## src/rtl/traffic_pkg.sv

```systemverilog
// traffic_pkg: shared definitions for the lamp-bus monitor.
//   - Lamp code constants (one-hot style codes driven by the controller).
//   - Per-channel checker state enum.
//   - Default minimum/maximum dwell limits.
//   - lamp_legal(): true when a code is one of the four defined lamps.
package traffic_pkg;

    localparam logic [3:0] RED   = 4'b0010;
    localparam logic [3:0] ALT   = 4'b0100;
    localparam logic [3:0] GREEN = 4'b1000;
    localparam logic [3:0] AMBER = 4'b0001;

    typedef enum logic {
        TRACK = 1'b0,
        SYNC  = 1'b1
    } chan_state_e;

    localparam int unsigned DEF_MIN_RED   = 32'd3;
    localparam int unsigned DEF_MIN_ALT   = 32'd20;
    localparam int unsigned DEF_MIN_GREEN = 32'd6;
    localparam int unsigned DEF_MIN_AMBER = 32'd12;
    localparam int unsigned DEF_MAX_DWELL = 32'd63;

    function automatic logic lamp_legal(input logic [3:0] code);
        case (code)
            RED, ALT, GREEN, AMBER: lamp_legal = 1'b1;
            default:                lamp_legal = 1'b0;
        endcase
    endfunction

endpackage

```

## src/rtl/traffic_chan_mon.sv

```systemverilog
// traffic_chan_mon: checker for one lamp channel.
// Tracks the previous code, how long it has been held (saturating at 127),
// whether the next RED exit must go to ALT, and a TRACK/SYNC state. After a
// code or sequence error the channel waits in SYNC for a RED and then accepts
// either exit from it before checking the phase order again.
// Ports:
//   clk, reset      - clock, synchronous active-high reset
//   lamp_i          - lamp code sampled every cycle
//   clr_err_i       - clears the sticky flags (a same-cycle error wins)
//   err_*_o         - sticky illegal / sequence / dwell / stuck flags
//   cycles_o        - completed AMBER->RED cycles, wraps 255->0
//   is_green_o      - current sample is GREEN (unregistered, for conflict)
module traffic_chan_mon
    import traffic_pkg::*;
#(
    parameter int unsigned MIN_RED   = DEF_MIN_RED,
    parameter int unsigned MIN_ALT   = DEF_MIN_ALT,
    parameter int unsigned MIN_GREEN = DEF_MIN_GREEN,
    parameter int unsigned MIN_AMBER = DEF_MIN_AMBER,
    parameter int unsigned MAX_DWELL = DEF_MAX_DWELL
) (
    input  logic       clk,
    input  logic       reset,
    input  logic [3:0] lamp_i,
    input  logic       clr_err_i,
    output logic       err_illegal_o,
    output logic       err_seq_o,
    output logic       err_dwell_o,
    output logic       err_stuck_o,
    output logic [7:0] cycles_o,
    output logic       is_green_o
);

    chan_state_e state_q, state_d;
    logic [3:0]  prev_q, prev_d;
    logic [6:0]  dwell_q, dwell_d;
    logic        next_alt_q, next_alt_d;
    logic        free_exit_q, free_exit_d;   // next exit from RED is unchecked
    logic [7:0]  cycles_q, cycles_d;
    logic        err_illegal_q, err_illegal_d;
    logic        err_seq_q, err_seq_d;
    logic        err_dwell_q, err_dwell_d;
    logic        err_stuck_q, err_stuck_d;

    logic        changed_s;
    logic        legal_s;
    logic        trans_ok_s;
    logic [6:0]  dwell_inc_s;
    logic        set_illegal_s, set_seq_s, set_dwell_s, set_stuck_s;

    function automatic logic [6:0] min_dwell(input logic [3:0] code);
        case (code)
            RED:     min_dwell = 7'(MIN_RED);
            ALT:     min_dwell = 7'(MIN_ALT);
            GREEN:   min_dwell = 7'(MIN_GREEN);
            AMBER:   min_dwell = 7'(MIN_AMBER);
            default: min_dwell = 7'd0;
        endcase
    endfunction

    assign changed_s   = (lamp_i != prev_q);
    assign legal_s     = lamp_legal(lamp_i);
    assign dwell_inc_s = (dwell_q == 7'd127) ? 7'd127 : (dwell_q + 7'd1);
    assign is_green_o  = (lamp_i == GREEN);

    // Phase-order check from the previous code to the current sample.
    always_comb begin
        case (prev_q)
            RED:     trans_ok_s = ((lamp_i == ALT)   && (next_alt_q  || free_exit_q)) ||
                                  ((lamp_i == GREEN) && (!next_alt_q || free_exit_q));
            ALT:     trans_ok_s = (lamp_i == RED);
            GREEN:   trans_ok_s = (lamp_i == AMBER);
            AMBER:   trans_ok_s = (lamp_i == RED);
            default: trans_ok_s = 1'b0;
        endcase
    end

    // Next-state logic: FSM, dwell counter, phase bookkeeping and error sets.
    always_comb begin
        state_d       = state_q;
        prev_d        = lamp_i;
        dwell_d       = dwell_q;
        next_alt_d    = next_alt_q;
        free_exit_d   = free_exit_q;
        cycles_d      = cycles_q;
        set_illegal_s = 1'b0;
        set_seq_s     = 1'b0;
        set_dwell_s   = 1'b0;
        set_stuck_s   = 1'b0;

        case (state_q)
            TRACK: begin
                if (changed_s) begin
                    dwell_d = 7'd1;
                    if (!legal_s) begin
                        set_illegal_s = 1'b1;
                        state_d       = SYNC;
                    end else if (!trans_ok_s) begin
                        set_seq_s = 1'b1;
                        state_d   = SYNC;
                    end else begin
                        // dwell_q still holds the count of the code being left
                        set_dwell_s = (dwell_q < min_dwell(prev_q));
                        free_exit_d = 1'b0;
                        if (prev_q == ALT) begin
                            next_alt_d = 1'b0;
                        end else if (prev_q == AMBER) begin
                            next_alt_d = 1'b1;
                            cycles_d   = cycles_q + 8'd1;
                        end else if (free_exit_q) begin
                            // first exit after resync decides the phase
                            next_alt_d = (lamp_i == ALT);
                        end else begin
                            next_alt_d = next_alt_q;
                        end
                    end
                end else begin
                    dwell_d = dwell_inc_s;
                    // fires once: the counter moves past MAX_DWELL right after
                    set_stuck_s = (dwell_q == 7'(MAX_DWELL));
                end
            end
            SYNC: begin
                dwell_d = changed_s ? 7'd1 : dwell_inc_s;
                if (!legal_s) begin
                    set_illegal_s = 1'b1;
                end else if (lamp_i == RED) begin
                    state_d     = TRACK;
                    dwell_d     = 7'd1;
                    free_exit_d = 1'b1;
                end else begin
                    state_d = SYNC;
                end
            end
            default: begin
                state_d = SYNC;
            end
        endcase

        err_illegal_d = (err_illegal_q & ~clr_err_i) | set_illegal_s;
        err_seq_d     = (err_seq_q     & ~clr_err_i) | set_seq_s;
        err_dwell_d   = (err_dwell_q   & ~clr_err_i) | set_dwell_s;
        err_stuck_d   = (err_stuck_q   & ~clr_err_i) | set_stuck_s;
    end

    // Channel state and sticky flag registers.
    always_ff @(posedge clk) begin
        if (reset) begin
            state_q       <= TRACK;
            prev_q        <= RED;
            dwell_q       <= 7'd0;
            next_alt_q    <= 1'b1;
            free_exit_q   <= 1'b0;
            cycles_q      <= 8'd0;
            err_illegal_q <= 1'b0;
            err_seq_q     <= 1'b0;
            err_dwell_q   <= 1'b0;
            err_stuck_q   <= 1'b0;
        end else begin
            state_q       <= state_d;
            prev_q        <= prev_d;
            dwell_q       <= dwell_d;
            next_alt_q    <= next_alt_d;
            free_exit_q   <= free_exit_d;
            cycles_q      <= cycles_d;
            err_illegal_q <= err_illegal_d;
            err_seq_q     <= err_seq_d;
            err_dwell_q   <= err_dwell_d;
            err_stuck_q   <= err_stuck_d;
        end
    end

    assign err_illegal_o = err_illegal_q;
    assign err_seq_o     = err_seq_q;
    assign err_dwell_o   = err_dwell_q;
    assign err_stuck_o   = err_stuck_q;
    assign cycles_o      = cycles_q;

endmodule

```

## src/rtl/traffic_monitor.sv

```systemverilog
// traffic_monitor: passive checker on the two-channel lamp bus.
// One traffic_chan_mon per channel; this level adds the cross-channel
// GREEN/GREEN conflict flag and the summary fault.
// Ports:
//   clk, reset          - clock, synchronous active-high reset
//   lampA, lampB        - lamp codes of channel A and B
//   clr_err             - clears all sticky flags (a same-cycle error wins)
//   err_illegal/seq/dwell/stuck - sticky per-channel flags, [0]=A, [1]=B
//   err_conflict        - sticky, both channels GREEN in one sample
//   fault               - OR of all sticky flags
//   cycles_a, cycles_b  - completed-cycle counters
module traffic_monitor
    import traffic_pkg::*;
#(
    parameter int unsigned MIN_RED   = DEF_MIN_RED,
    parameter int unsigned MIN_ALT   = DEF_MIN_ALT,
    parameter int unsigned MIN_GREEN = DEF_MIN_GREEN,
    parameter int unsigned MIN_AMBER = DEF_MIN_AMBER,
    parameter int unsigned MAX_DWELL = DEF_MAX_DWELL
) (
    input  logic       clk,
    input  logic       reset,
    input  logic [3:0] lampA,
    input  logic [3:0] lampB,
    input  logic       clr_err,
    output logic [1:0] err_illegal,
    output logic [1:0] err_seq,
    output logic [1:0] err_dwell,
    output logic [1:0] err_stuck,
    output logic       err_conflict,
    output logic       fault,
    output logic [7:0] cycles_a,
    output logic [7:0] cycles_b
);

    logic green_a_s, green_b_s;
    logic err_conflict_q, err_conflict_d;

    traffic_chan_mon #(
        .MIN_RED  (MIN_RED),
        .MIN_ALT  (MIN_ALT),
        .MIN_GREEN(MIN_GREEN),
        .MIN_AMBER(MIN_AMBER),
        .MAX_DWELL(MAX_DWELL)
    ) u_chan_a (
        .clk          (clk),
        .reset        (reset),
        .lamp_i       (lampA),
        .clr_err_i    (clr_err),
        .err_illegal_o(err_illegal[0]),
        .err_seq_o    (err_seq[0]),
        .err_dwell_o  (err_dwell[0]),
        .err_stuck_o  (err_stuck[0]),
        .cycles_o     (cycles_a),
        .is_green_o   (green_a_s)
    );

    traffic_chan_mon #(
        .MIN_RED  (MIN_RED),
        .MIN_ALT  (MIN_ALT),
        .MIN_GREEN(MIN_GREEN),
        .MIN_AMBER(MIN_AMBER),
        .MAX_DWELL(MAX_DWELL)
    ) u_chan_b (
        .clk          (clk),
        .reset        (reset),
        .lamp_i       (lampB),
        .clr_err_i    (clr_err),
        .err_illegal_o(err_illegal[1]),
        .err_seq_o    (err_seq[1]),
        .err_dwell_o  (err_dwell[1]),
        .err_stuck_o  (err_stuck[1]),
        .cycles_o     (cycles_b),
        .is_green_o   (green_b_s)
    );

    // Conflict flag next state; checked regardless of channel FSM state.
    always_comb begin
        err_conflict_d = (err_conflict_q & ~clr_err) | (green_a_s & green_b_s);
    end

    // Conflict flag register.
    always_ff @(posedge clk) begin
        if (reset) begin
            err_conflict_q <= 1'b0;
        end else begin
            err_conflict_q <= err_conflict_d;
        end
    end

    assign err_conflict = err_conflict_q;
    assign fault        = (|err_illegal) | (|err_seq) | (|err_dwell) |
                          (|err_stuck) | err_conflict_q;

endmodule

```

## config.mk

```make
export PLATFORM = sky130hd
export DESIGN_NAME = traffic_monitor
export DESIGN_NICKNAME = d
export VERILOG_FILES = /design/src/rtl/traffic_pkg.sv /design/src/rtl/traffic_chan_mon.sv /design/src/rtl/traffic_monitor.sv
export SDC_FILE = /design/constraint.sdc
export NUM_CORES = 1
export LEC_CHECK = 0
export BUFFER_PORTS_ARGS = -buffer_cell sky130_fd_sc_hd__buf_2
export CAP_MARGIN = 20
export CELL_PAD_IN_SITES_DETAIL_PLACEMENT = 1
export CELL_PAD_IN_SITES_GLOBAL_PLACEMENT = 2
export CORE_MARGIN = 2
export CORE_UTILIZATION = 40
export CTS_BUF_LIST = sky130_fd_sc_hd__clkbuf_8
export CTS_CLUSTER_SIZE = 14
export DETAILED_ROUTE_END_ITERATION = 16
export PLACE_DENSITY_LB_ADDON = 0.1
export SYNTH_ARGS = -nofsm -noshare
export SYNTH_HDL_FRONTEND = slang
export SYNTH_SLANG_ARGS = --single-unit
```

## constraint.sdc

```tcl
create_clock -name clk -period 5.8 [get_ports clk]
set_input_delay 0.58 -clock clk [delete_from_list [all_inputs] [get_ports clk]]
set_output_delay 0.58 -clock clk [all_outputs]
set_load 0.01 [all_outputs]
```

Word level (Yosys, flattened, before mapping)
Cells that the tools add are included.

operators by class
  multiplexer cells = 78
  bitwise gates (word level) = 28
  $add $sub $neg = 4
  $lt $le $gt $ge = 2
  equal/unequal tests = 32
  reductions and logical operators = 28

operators with widths
  cell                                                   count
  two-way mux 7 bit                                      16
  two-way mux 1 bit                                      50
  one-hot mux 5 bit (4 select lines)                     2
  one-hot mux 7 bit (2 select lines)                     2
  AND reduction 5 bit                                    4
  adder 8 x 1 -> 8 bit, second input constant            2
  equality test 4 x 1 -> 1 bit, second input constant    4
  equality test 4 x 2 -> 1 bit, second input constant    4
  equality test 4 x 3 -> 1 bit, second input constant    4
  equality test 4 bit, second input constant             4
  adder 7 x 1 -> 7 bit, second input constant            2
  equality test 7 x 6 -> 1 bit, second input constant    2
  equality test 7 bit, second input constant             2
  < comparator 7 bit                                     2
  OR 1 bit                                               13
  inequality test 2 x 1 -> 1 bit, second input constant  6
  one-hot mux 1 bit (2 select lines)                     6
  AND reduction 6 bit                                    2
  OR reduction 2 bit                                     6
  AND 1 bit                                              10
  inequality test 2 bit, second input constant           4
  inequality test 4 bit                                  2
  OR reduction 4 bit                                     2
  logical OR 1 bit                                       6
  5 further kinds                                        15

storage, ports and cells
  output and inout bits = 26
  logic and storage cells = 193
  register bits = 53

Longest topological paths before layout
Gate-level depths: netlist of run 1.

  depth in word-level cells = 15
  mapped depth = 10

Cells and area by module
Synthesis of run 1 repeated with hierarchy kept, for this count alone.

unflattened totals
  cell total of the unflattened synthesis = 350
  area total of the unflattened synthesis = 3119.2 um^2

modules (own cells, without submodules)
  module                        times used  cells each  sequential area each (um^2)  area each (um^2)
  traffic_chan_mon at u_chan_a  1           174         520.5                        1589.0
  traffic_chan_mon at u_chan_b  1           168         520.5                        1475.2
  traffic_monitor               1           8           20.0                         55.1

Least setup slack after synthesis of run 1
Ideal clock, no wire load.

  kind = input to register
  start point = input lampA[2]
  end point = register u_chan_a.cycles_q[7] (netlist: u_chan_a.cycles_o[7])
  data arrival time = 2.352 ns
  stages on the path = 7
  path slack = 3.325 ns
  path through = buf_2 > nor4b_1 > a221oi_1 > or3_1 > buf_2 > a2111oi_1 > mux2_1

on the way
  longest elaborated chain between the ends = 5
  elaborated cells between the ends (all ways) = 12
  those cells by class = eq/ne: 5; mux: 2; reduce/logical: 5

ends and longest elaborated chain
  what                                                                        line                                                               source
  from (decl)                                                                 traffic_monitor.sv:23                                              input logic [3:0] lampA,
  equality test 4 x 3 -> 1 bit / equality test 4 bit (equally long branches)  traffic_pkg.sv:25, traffic_chan_mon.sv:69, traffic_chan_mon.sv:70
  logical AND 1 bit, on equally long branches                                 traffic_chan_mon.sv:69, traffic_chan_mon.sv:70
  logical OR 1 bit                                                            traffic_chan_mon.sv:69                                             RED: trans_ok_s = ((lamp_i == ALT) && (next_alt_q || free_exit_q)) ||
  one-hot mux 1 bit (3 select lines)                                          traffic_chan_mon.sv:68                                             case (prev_q)
  AND reduction 6 bit (no line) *                                             n/a
  to (signal assigned)                                                        traffic_chan_mon.sv:165                                            cycles_q <= cycles_d;
  to (decl)                                                                   traffic_chan_mon.sv:39                                             logic [7:0] cycles_q, cycles_d;

Mark *: on every way between the ends. The rest lies on a longest branch, timed or not.
A chain may end at the register's enable or synchronous reset.

Worst setup path in the final report of run 1
  start point = register u_chan_b.prev_q[0]
  end point = register u_chan_b.next_alt_q

on the way
  longest elaborated chain between the ends = 4
  elaborated cells between the ends (all ways) = 11
  those cells by class = eq/ne: 5; mux: 3; reduce/logical: 3

ends and longest elaborated chain
  what                                                                                 line                                                                      source
  from (decl)                                                                          traffic_chan_mon.sv:35                                                    logic [3:0] prev_q, prev_d;
  from (signal assigned)                                                               traffic_chan_mon.sv:161                                                   prev_q <= prev_d;
  equality test 4 x 1 -> 1 bit / equality test 4 x 3 -> 1 bit (equally long branches)  traffic_chan_mon.sv:68, traffic_chan_mon.sv:107, traffic_chan_mon.sv:105
  OR reduction 2 bit (no line)                                                         n/a
  one-hot mux 1 bit (3 select lines)                                                   traffic_chan_mon.sv:68
  AND reduction 5 bit (no line)                                                        n/a
  to (signal assigned)                                                                 traffic_chan_mon.sv:163                                                   next_alt_q <= next_alt_d;
  to (decl)                                                                            traffic_chan_mon.sv:37                                                    logic next_alt_q, next_alt_d;

Several ways; a longest one is shown, not always the timed one.

==> impl_metrics.yaml, run 1 <==
cells_and_area:
  drive_above_1_share_pct: 15.2
  stdcell_area_um2: 3400
  utilization_pct: 44.3
  nets: 398
  n_antenna_cell: 0
  area_growth_pct: 7.38
synthesis:
  synth_top_area_share_pct: 33.5
  yosys.cell_count.top_type: "dfxtp_1"
  seq_area_frac_synth_pct: 33.5
  ys_seq_elements: 53
  yosys-top-cells-count: "53 x dfxtp_1, 32 x nor2_1, 27 x a21oi_1, 19 x nor2b_1, 18 x nand2_1"
  synth_warnings: 0
  synth_edf_count: 0
  async_flop_share_pct: 0
  syn_inst: 364
  synthTopCellsByArea: "dfxtp_1 33%, ha_1 4.7%, a21oi_1 4.3%, xnor2_1 4.1%, nor2_1 3.8%"
  syn_nets: 387
  avgSynthCellArea_um2: 8.71
  netlist_area_um2: 3170
  synth.distinct_cells: 61
  yosys.area.top_type: "dfxtp_1"
  synth_ff_type: "dfxtp_1"
grt:
  grt_pass1_wl_um: 12900
  overflow: 0
  grt_max_degree: 47
  grt_util_all_layers_pct: 18.3
  grt_pass1_vias: 2627
  antenna_found_initial: 0
hold_path:
  whs_endpoint: "u_chan_b.cycles_o[7]"
  hold_depth: 2
  hold_class: "reg2reg"
  hp-start: "u_chan_b.cycles_o[7]"
floorplan:
  die_x_um: 93.0
  rows: 32
  initial_core_util_pct: 41.2
  ios: 37
  die_area_um2: 8650
  die_h_um: 93.0
  design.core.area_um2: 7690
critical_path:
  cp_max_fo: 18
  r2r_end: "u_chan_b.next_alt_q"
  arrival_ns: 2.83
  reg2reg_from: "u_chan_b.prev_q[0]"
  critPathRequiredTime_ns: 6.00
  end_kind: "flip-flop"
  critPathKind: "reg2reg"
  rr_worst_depth: 5
  setup.worst_path.start_class: "flip-flop"
  r2r_slack_ns: 3.17
placement:
  pre_cts_ws_ns: 3.04
  place.gp.congestion: 0.752
  portBuffers: 36
  dp_hpwl_um: 5480
  place_area_um2: 3280
detailed_routing:
  via_count: 2638
  firstDrtPassIters: 4
  wl_per_cell_um: 15.7
  viasPerCell: 5.52
  wl_um: 7520
  drc: 0
  postRouteAntennaNets: 0
  first_iter_violations: 79
sta:
  rsz0062_at_grt: "false"
  worst_pin_slew_ns: 0.880
  final.min_clock_period_ns: 2.63
  fin_skew_ns: 0.00327
  period_share_pct: 45.4
  setup_ws_ns: 3.17
  clock.fmax_mhz: 380
  tns_ns: 0
  maxSlewHeadroom_pct: 41.3
  setup_viol: 0
  finalHoldViolations: 0
  finalMaxSlewViolations: 0
power:
  power_uw: 736
  peakVddDrop_uv: 113
  powerDensity_nw_per_um2: 216
  leakage_nw: 1.28
cts:
  worstSkewPairLatency_ns: 0.31
  cts.clk_slew.worst_paths_ns: 0.10
  cts_resized: 0
  post_cts_buffers: 0
  cts_hold_buffers: 0
  clk_path_buf_depth: 2
  numCtsBuffers: 5
  clock-sinks: 53
  cts_tree: "yes"
  htree_levels: 2
  cts_root_buf: "clkbuf_8"
run_status:
  status: "complete, no violations"
flow_run:
  max-cap-violations: 0
cells by family after synthesis:
logic type | synth area share, %
flip-flops | 33.5
AND/OR/NAND/NOR | 25.1
XOR/XNOR | 7.46
multiplexers | 3.12
AO/OA/AOI/OAI | 18.5
adder cells (fa/ha/maj) | 4.74
buffers and inverters | 7.54
layer usage:
metal | up-vias | GRT usage (%) | share of wire, %
li1 | 1334 | - | -
met1 | 1251 | 25.7 | 51
met2 | 41 | 29.0 | 43
met3 | 12 | 3.38 | 3.9
met4 | 0 | 4.66 | 1.9
met5 | - | 0 | 0
cell usage in the layout, fill, tap and decap left out, drive strengths merged, types with 3 or more instances in the layout:
cell     count
or2          5
nor4         5
nand3       12
inv          9
a211oi       3
mux2         7
dfxtp       53
ha          12
or3          6
and3         7
xnor2       15
or4b         5
or4          5
nor3         4
xor2        12
a2111oi      6
nand3b       3
nand4        4
o21ai       10
clkbuf       6
a21oi       27
nor4b        3
nand2b       3
o211ai       5
buf         37
nand2       18
nor4bb       4
nor2b       19
nor2        32
o31ai        5
final cells by class:
class | count | area [um2]
fillers | 943 | 4280
multi-input cells | 268 | 1870
flip-flops and latches | 53 | 1060
repair buffers | 37 | 188
well taps | 102 | 128
clock buffers | 6 | 82.6
clock inverters | 2 | 37.5
inverters | 10 | 37.5
critical path, stage by stage, from the launching register on:
cell      delay, ns
dfxtp_1        0.54
or4b_1         0.78
or3b_4         0.49
a211oi_2       0.30
o22ai_1        0.11
a221o_1        0.30
through the flow:
| stage | instances | hold WS [ns] |
|---|---|---|
| floorplan | 364 | 0.450 |
| detailed placement | 469 | 0.468 |
| global route | 478 | 0.516 |
| global placement | 469 | 0.462 |
| finish | 478 | 0.483 |
| CTS | 477 | 0.483 |
power breakdown:
part	switching [mW]	internal [mW]	leakage, nW
combinational	0.0479	0.0334	0.789
clock	0.129	0.141	0.0574
sequential	0.0139	0.372	0.432
total	0.190	0.546	1.28
sequential cells by signal, summed over array words and instances, names as in the netlist, 4 cells and up:
register	cells
u_chan_a.dwell_q	7
u_chan_b.prev_q	4
u_chan_b.dwell_q	7
u_chan_b.cycles_o	8
u_chan_a.prev_q	4
u_chan_a.cycles_o	8
how the worst max path moves through the flow:
stage	from	endpoint	slack [ns]	depth (start not counted)
final	u_chan_b.prev_q[0]	u_chan_b.next_alt_q	3.17	5
after global routing	u_chan_a.prev_q[3]	u_chan_a.cycles_o[7]	3.02	5
after CTS	u_chan_a.prev_q[0]	u_chan_a.cycles_o[7]	3.12	5
after detailed placement	lampA[1]	u_chan_a.cycles_o[7]	3.04	6
after global placement	lampA[1]	u_chan_a.cycles_o[7]	3.09	6
after floorplan	lampA[2]	u_chan_a.cycles_o[7]	3.33	7
No activity file was read; power rests on OpenSTA's default activity.
==> inputs of run 2 (changes only) <==
- ABC_AREA: unset -> 1
- CORE_UTILIZATION: 40 -> 34
- clock period: 5.8 -> 2.5 ns (I/O delays scaled with it)
==> impl_metrics.yaml, run 2 <==
synthesis:
  seq_area_frac_synth_pct: 35.2
  synth_edf_count: 0
  netlist_area_um2: 3010
  synth_ff_type: "dfxtp_1"
  yosys.cell_count.top_type: "nand2_1"
  yosys.area.top_type: "dfxtp_1"
  synth_warnings: 0
  synthTopCellsByArea: "dfxtp_1 35%, nand2_1 11%, nor2_1 7.9%, a21oi_1 7.1%, nand3_1 6.8%"
  synth_top_area_share_pct: 35.2
  syn_nets: 458
  async_flop_share_pct: 0
  yosys-top-cells-count: "91 x nand2_1, 63 x nor2_1, 53 x dfxtp_1, 43 x a21oi_1"
  synth.distinct_cells: 30
  syn_inst: 435
  ys_seq_elements: 53
  avgSynthCellArea_um2: 6.92
sta:
  hold_slack_ns: 0.187
  tns_ns: 0
  rsz0062_at_grt: "false"
  worst_pin_slew_ns: 0.421
  setup_viol: 0
  fin_skew_ns: 0.00723
  finalMaxSlewViolations: 0
  finalHoldViolations: 0
  clock.fmax_mhz: 542
  maxSlewHeadroom_pct: 71.8
  final.min_clock_period_ns: 1.85
  period_share_pct: 73.9
cts:
  post_cts_buffers: 0
  cts_root_buf: "clkbuf_8"
  cts_resized: 0
  clk_path_buf_depth: 2
  worstSkewPairLatency_ns: 0.31
  clock-sinks: 53
  cts.clk_slew.worst_paths_ns: 0.10
  htree_levels: 2
  cts_hold_buffers: 0
  numCtsBuffers: 5
  cts_tree: "yes"
detailed_routing:
  drc: 0
  via_count: 2841
  postRouteAntennaNets: 0
  wl_per_cell_um: 13.8
  first_iter_violations: 43
  firstDrtPassIters: 4
  viasPerCell: 4.94
  wl_um: 7960
critical_path:
  crit_slowest_cell: "dfxtp_1"
  critPathRequiredTime_ns: 2.75
  setup.worst_path.start_class: "flip-flop"
  crit_chain: "nor2_4 -> nand3_4 -> nand2_1 -> nor2_1 -> ha_1 -> a21oi_1 -> nand2_1 -> a21oi_1 -> nand3_1 -> a21oi_1"
  cp_max_fo: 5
  end_kind: "flip-flop"
  critPathKind: "reg2reg"
  slowest_delay_ns: 0.40
  arrival_ns: 2.10
  crit_top_cell: "a21oi_1"
floorplan:
  die_h_um: 98.1
  die_x_um: 98.1
  die_area_um2: 9630
  ios: 37
  initial_core_util_pct: 34.9
  design.core.area_um2: 8640
  rows: 34
placement:
  portBuffers: 36
  dp_hpwl_um: 6090
  place.gp.congestion: 0.789
  place_area_um2: 3240
grt:
  overflow: 0
  antenna_found_initial: 0
  grt_pass1_wl_um: 13900
  grt_pass1_vias: 2920
  grt_max_degree: 34
  grt_util_all_layers_pct: 17.6
cells_and_area:
  area_growth_pct: 10.6
  seq_area_um2: 1060
  stdcell_area_um2: 3330
  layout_commonest_cell: "nand2_1"
  nets: 489
  fillers: 1140
  multiInputGateArea_um2: 1670
  layout_common_cells: "91 x nand2_1, 63 x nor2_1, 53 x dfxtp_1, 43 x a21oi_1, 42 x inv_1"
  n_antenna_cell: 0
  drive_above_1_share_pct: 14.6
flow_run:
  max-cap-violations: 0
power:
  leakage_nw: 1.58
  power_mw: 1.56
  powerDensity_nw_per_um2: 469
  peakVddDrop_uv: 231
hold_path:
  hold_class: "in2reg"
run_status:
  status: "complete, no violations"
[run 2: cell count changes in the layout (fill, tap and decap cells not counted), moves of 6 or more]
cell     before  now
mux2_1        7    0
nor2b_1      19    0
nand2_1      18   91
xnor2_1      15    3
nand3_2       0    6
inv_1         9   42
a21oi_1      27   43
nor2_1       32   63
o21ai_0       8    1
nand3_1      12   41
or3_1         6    0
nand4_1       4   17
and3_1        7    1
[run 2: layout make-up]
type,count,share of cell area [%]
Clock buffer,5,2.07
Clock inverter,3,0.526
Inverter,49,5.52
Multi-Input combinational cell,319,50.1
Sequential cell,53,31.9
Tap cell,108,4.06
Timing Repair Buffer,38,5.86
[run 2: routing by layer]
layer / vias up / routed length, um / part of all wire [%] / global-route usage (%)
li1: 1476 / - / - / -
met1: 1336 / 3850 / 48 / 22.6
met5: - / 0 / 0 / 0
met3: 6 / 151 / 1.9 / 2.15
met2: 23 / 3880 / 49 / 31.0
met4: 0 / 79 / 0.99 / 4.81
[run 2: cells by family after synthesis]
family / count (synthesis) / share of synthesized area [%]
flops: 53 / 35.2
simple gates: 242 / 37.4
fa+ha+maj: 12 / 4.99
xor+xnor: 16 / 4.65
compound gates: 49 / 8.43
buf+inv: 63 / 9.35
[run 2: final timing paths]
| check | from | to | slack, ns | cells after the start |
|---|---|---|---|---|
| worst max-delay path | u_chan_a.prev_q[2] | u_chan_a.err_dwell_o | 0.65 | 10 |
| worst min-delay path | lampA[2] | u_chan_a.prev_q[2] | 0.19 | 3 |
| worst max register to register | u_chan_a.prev_q[2] | u_chan_a.err_dwell_o | 0.65 | 10 |
| worst min register to register | u_chan_a.free_exit_q | u_chan_a.free_exit_q | 0.47 | 2 |
[run 2: power by group]
part	internal (mW)	switching [mW]	total (mW)
Sequential	0.862	0.0215	0.883
Clock	0.197	0.306	0.503
Combinational	0.0582	0.118	0.176
[run 2: worst max-delay path, delay by kind of cell, from the launching register on]
family                     cells  cell delay (ns)
DFF                            1             0.40
and+or+nand+nor                6             0.63
adders and majority gates      1             0.29
AOI/OAI and AO/OA              3             0.46
[run 2: through the flow]
stage	worst slack (ns)	util, %	std cells
global placement	0.684	37.6	567
CTS	0.620	38.6	575
finish	0.654	38.6	575
detailed placement	0.618	37.6	567
global route	0.422	38.6	575
floorplan	0.956	-	435
==> inputs of run 3 (changes only) <==
- ABC_AREA: 1 -> 0
- CORE_UTILIZATION: 34 -> 33
- clock period: 2.5 -> 1.51 ns (I/O delays scaled with it)
==> impl_metrics.yaml, run 3 (same netlist as run 1, synthesis figures left out) <==
sta:
  finalMaxSlewViolations: 0
  clock.fmax_mhz: 446
  finalHoldViolations: 0
  hold_slack_ns: 0.139
  rsz0062_at_grt: "true"
  worst_pin_slew_ns: 0.533
  period_share_pct: 148
  setup_viol: 44
  final.min_clock_period_ns: 2.24
  setup_ws_ns: -0.730
  maxSlewHeadroom_pct: 64.3
  tns_ns: -16.49
  fin_skew_ns: 0.00871
floorplan:
  die_h_um: 102
  design.core.area_um2: 9280
  ios: 37
  initial_core_util_pct: 34.2
  die_x_um: 102
  die_area_um2: 10400
  rows: 35
detailed_routing:
  drc: 0
  viasPerCell: 5.01
  firstDrtPassIters: 4
  postRouteAntennaNets: 0
  wl_per_cell_um: 16.5
  first_iter_violations: 103
  wl_um: 10000
  via_count: 3035
hold_path:
  hold_class: "in2reg"
  hold_depth: 2
grt:
  grt_pass1_vias: 3185
  grt_util_all_layers_pct: 20.0
  overflow: 0
  grt_max_degree: 46
  antenna_found_initial: 0
  grt_pass1_wl_um: 16200
cts:
  htree_levels: 2
  numCtsBuffers: 5
  cts_hold_buffers: 0
  cts_tree: "yes"
  worstSkewPairLatency_ns: 0.32
  cts.clk_slew.worst_paths_ns: 0.11
  clock-sinks: 53
  clk_path_buf_depth: 2
  cts_root_buf: "clkbuf_8"
run_status:
  status: "finished, violations left"
  violations: "negative setup slack"
placement:
  portBuffers: 36
  place.gp.congestion: 0.802
  place_area_um2: 4030
  dp_hpwl_um: 6960
  pre_cts_ws_ns: -0.769
cells_and_area:
  nets: 499
  fillers: 1085
  layout_common_cells: "83 x buf_4, 45 x dfxtp_1, 35 x buf_2, 28 x nor2_1, 19 x buf_6"
  n_antenna_cell: 0
  area_growth_pct: 50.8
  drive_above_1_share_pct: 48.8
  stdcell_area_um2: 4780
  layout_commonest_cell: "buf_4"
critical_path:
  critPathKind: "reg2reg"
  end_kind: "flip-flop"
  critPathRequiredTime_ns: 1.73
  cp_max_fo: 5
  setup.worst_path.start_class: "flip-flop"
  arrival_ns: 2.46
  r2r_slack_ns: -0.73
  rr_worst_depth: 8
power:
  leakage_nw: 1.88
  powerDensity_nw_per_um2: 682
  power_mw: 3.26
  peakVddDrop_uv: 363
flow_run:
  max-cap-violations: 0
==> run 3: changes by cell type in the layout (fill, tap and decap cells not counted), moves of 33 or more <==
cell     previous run  this run
nor2_1             63        28
nand2_1            91        16
inv_1              42         9
buf_4               2        83
a21oi_1            43         9
nand3_1            41         8
==> run 3: final cells by class <==
cell class	count	area (um2)	share of cell area (%)
clock buffers	5	68.8	1.44
well taps	129	161	3.38
multi-input cells	268	2340	49.0
repair buffers	138	1030	21.6
clock inverters	3	65.1	1.36
flip-flops and latches	53	1070	22.4
inverters	10	37.5	0.785
==> run 3: what timing repair did <==
| action | in CTS | in global routing |
|---|---|---|
| gates resized for setup | 62 | 41 |
| endpoints found under the hold margin | 0 | 0 |
| buffers inserted | 9 | 10 |
| endpoints found under the setup margin | 44 | 45 |
| pin swaps | 29 | 20 |
==> run 3: worst max-delay path, stage by stage (launching register included) <==
cell and delay [ns]:
dfxtp_2 0.36, buf_6 0.12, buf_6 0.12, nor2_4 0.10, nand3_2 0.06, a2111o_1 0.51
buf_6 0.18, a2111oi_4 0.36, mux2_4 0.33
==> run 3: worst paths after layout <==
kind                        startpoint                   end
setup / recovery    u_chan_a.prev_q[2]  u_chan_a.cycles_o[4]
hold reg to reg   u_chan_b.cycles_o[7]  u_chan_b.cycles_o[7]
hold / removal                lampA[1]    u_chan_a.prev_q[1]
setup reg to reg    u_chan_a.prev_q[2]  u_chan_a.cycles_o[4]
==> run 3: power by group <==
group / total (mW) / internal, mW / leakage (nW) / switching [mW]
sequential: 1.46 / 1.43 / 0.434 / 0.0315
clock: 1.17 / 0.659 / 0.0681 / 0.512
combinational: 0.629 / 0.318 / 1.38 / 0.310
total: 3.26 / 2.41 / 1.88 / 0.853
==> run 3: stage by stage <==
step,instances,utilization [%]
6_report,606,51.5
5_1_grt,606,51.5
2_1_floorplan,364,-
4_1_cts,596,48.7
3_5_place_dp,579,43.4
3_3_place_gp,579,43.4
==> run 3: metal layers <==
layer  vias to the layer above  wire length [um]  GRT usage, %
met5                         -                 0             0
met4                         0               100          4.00
met3                        11               251          3.28
met2                        36              5000          34.2
met1                      1460              4660          26.8
li1                       1528                 -             -
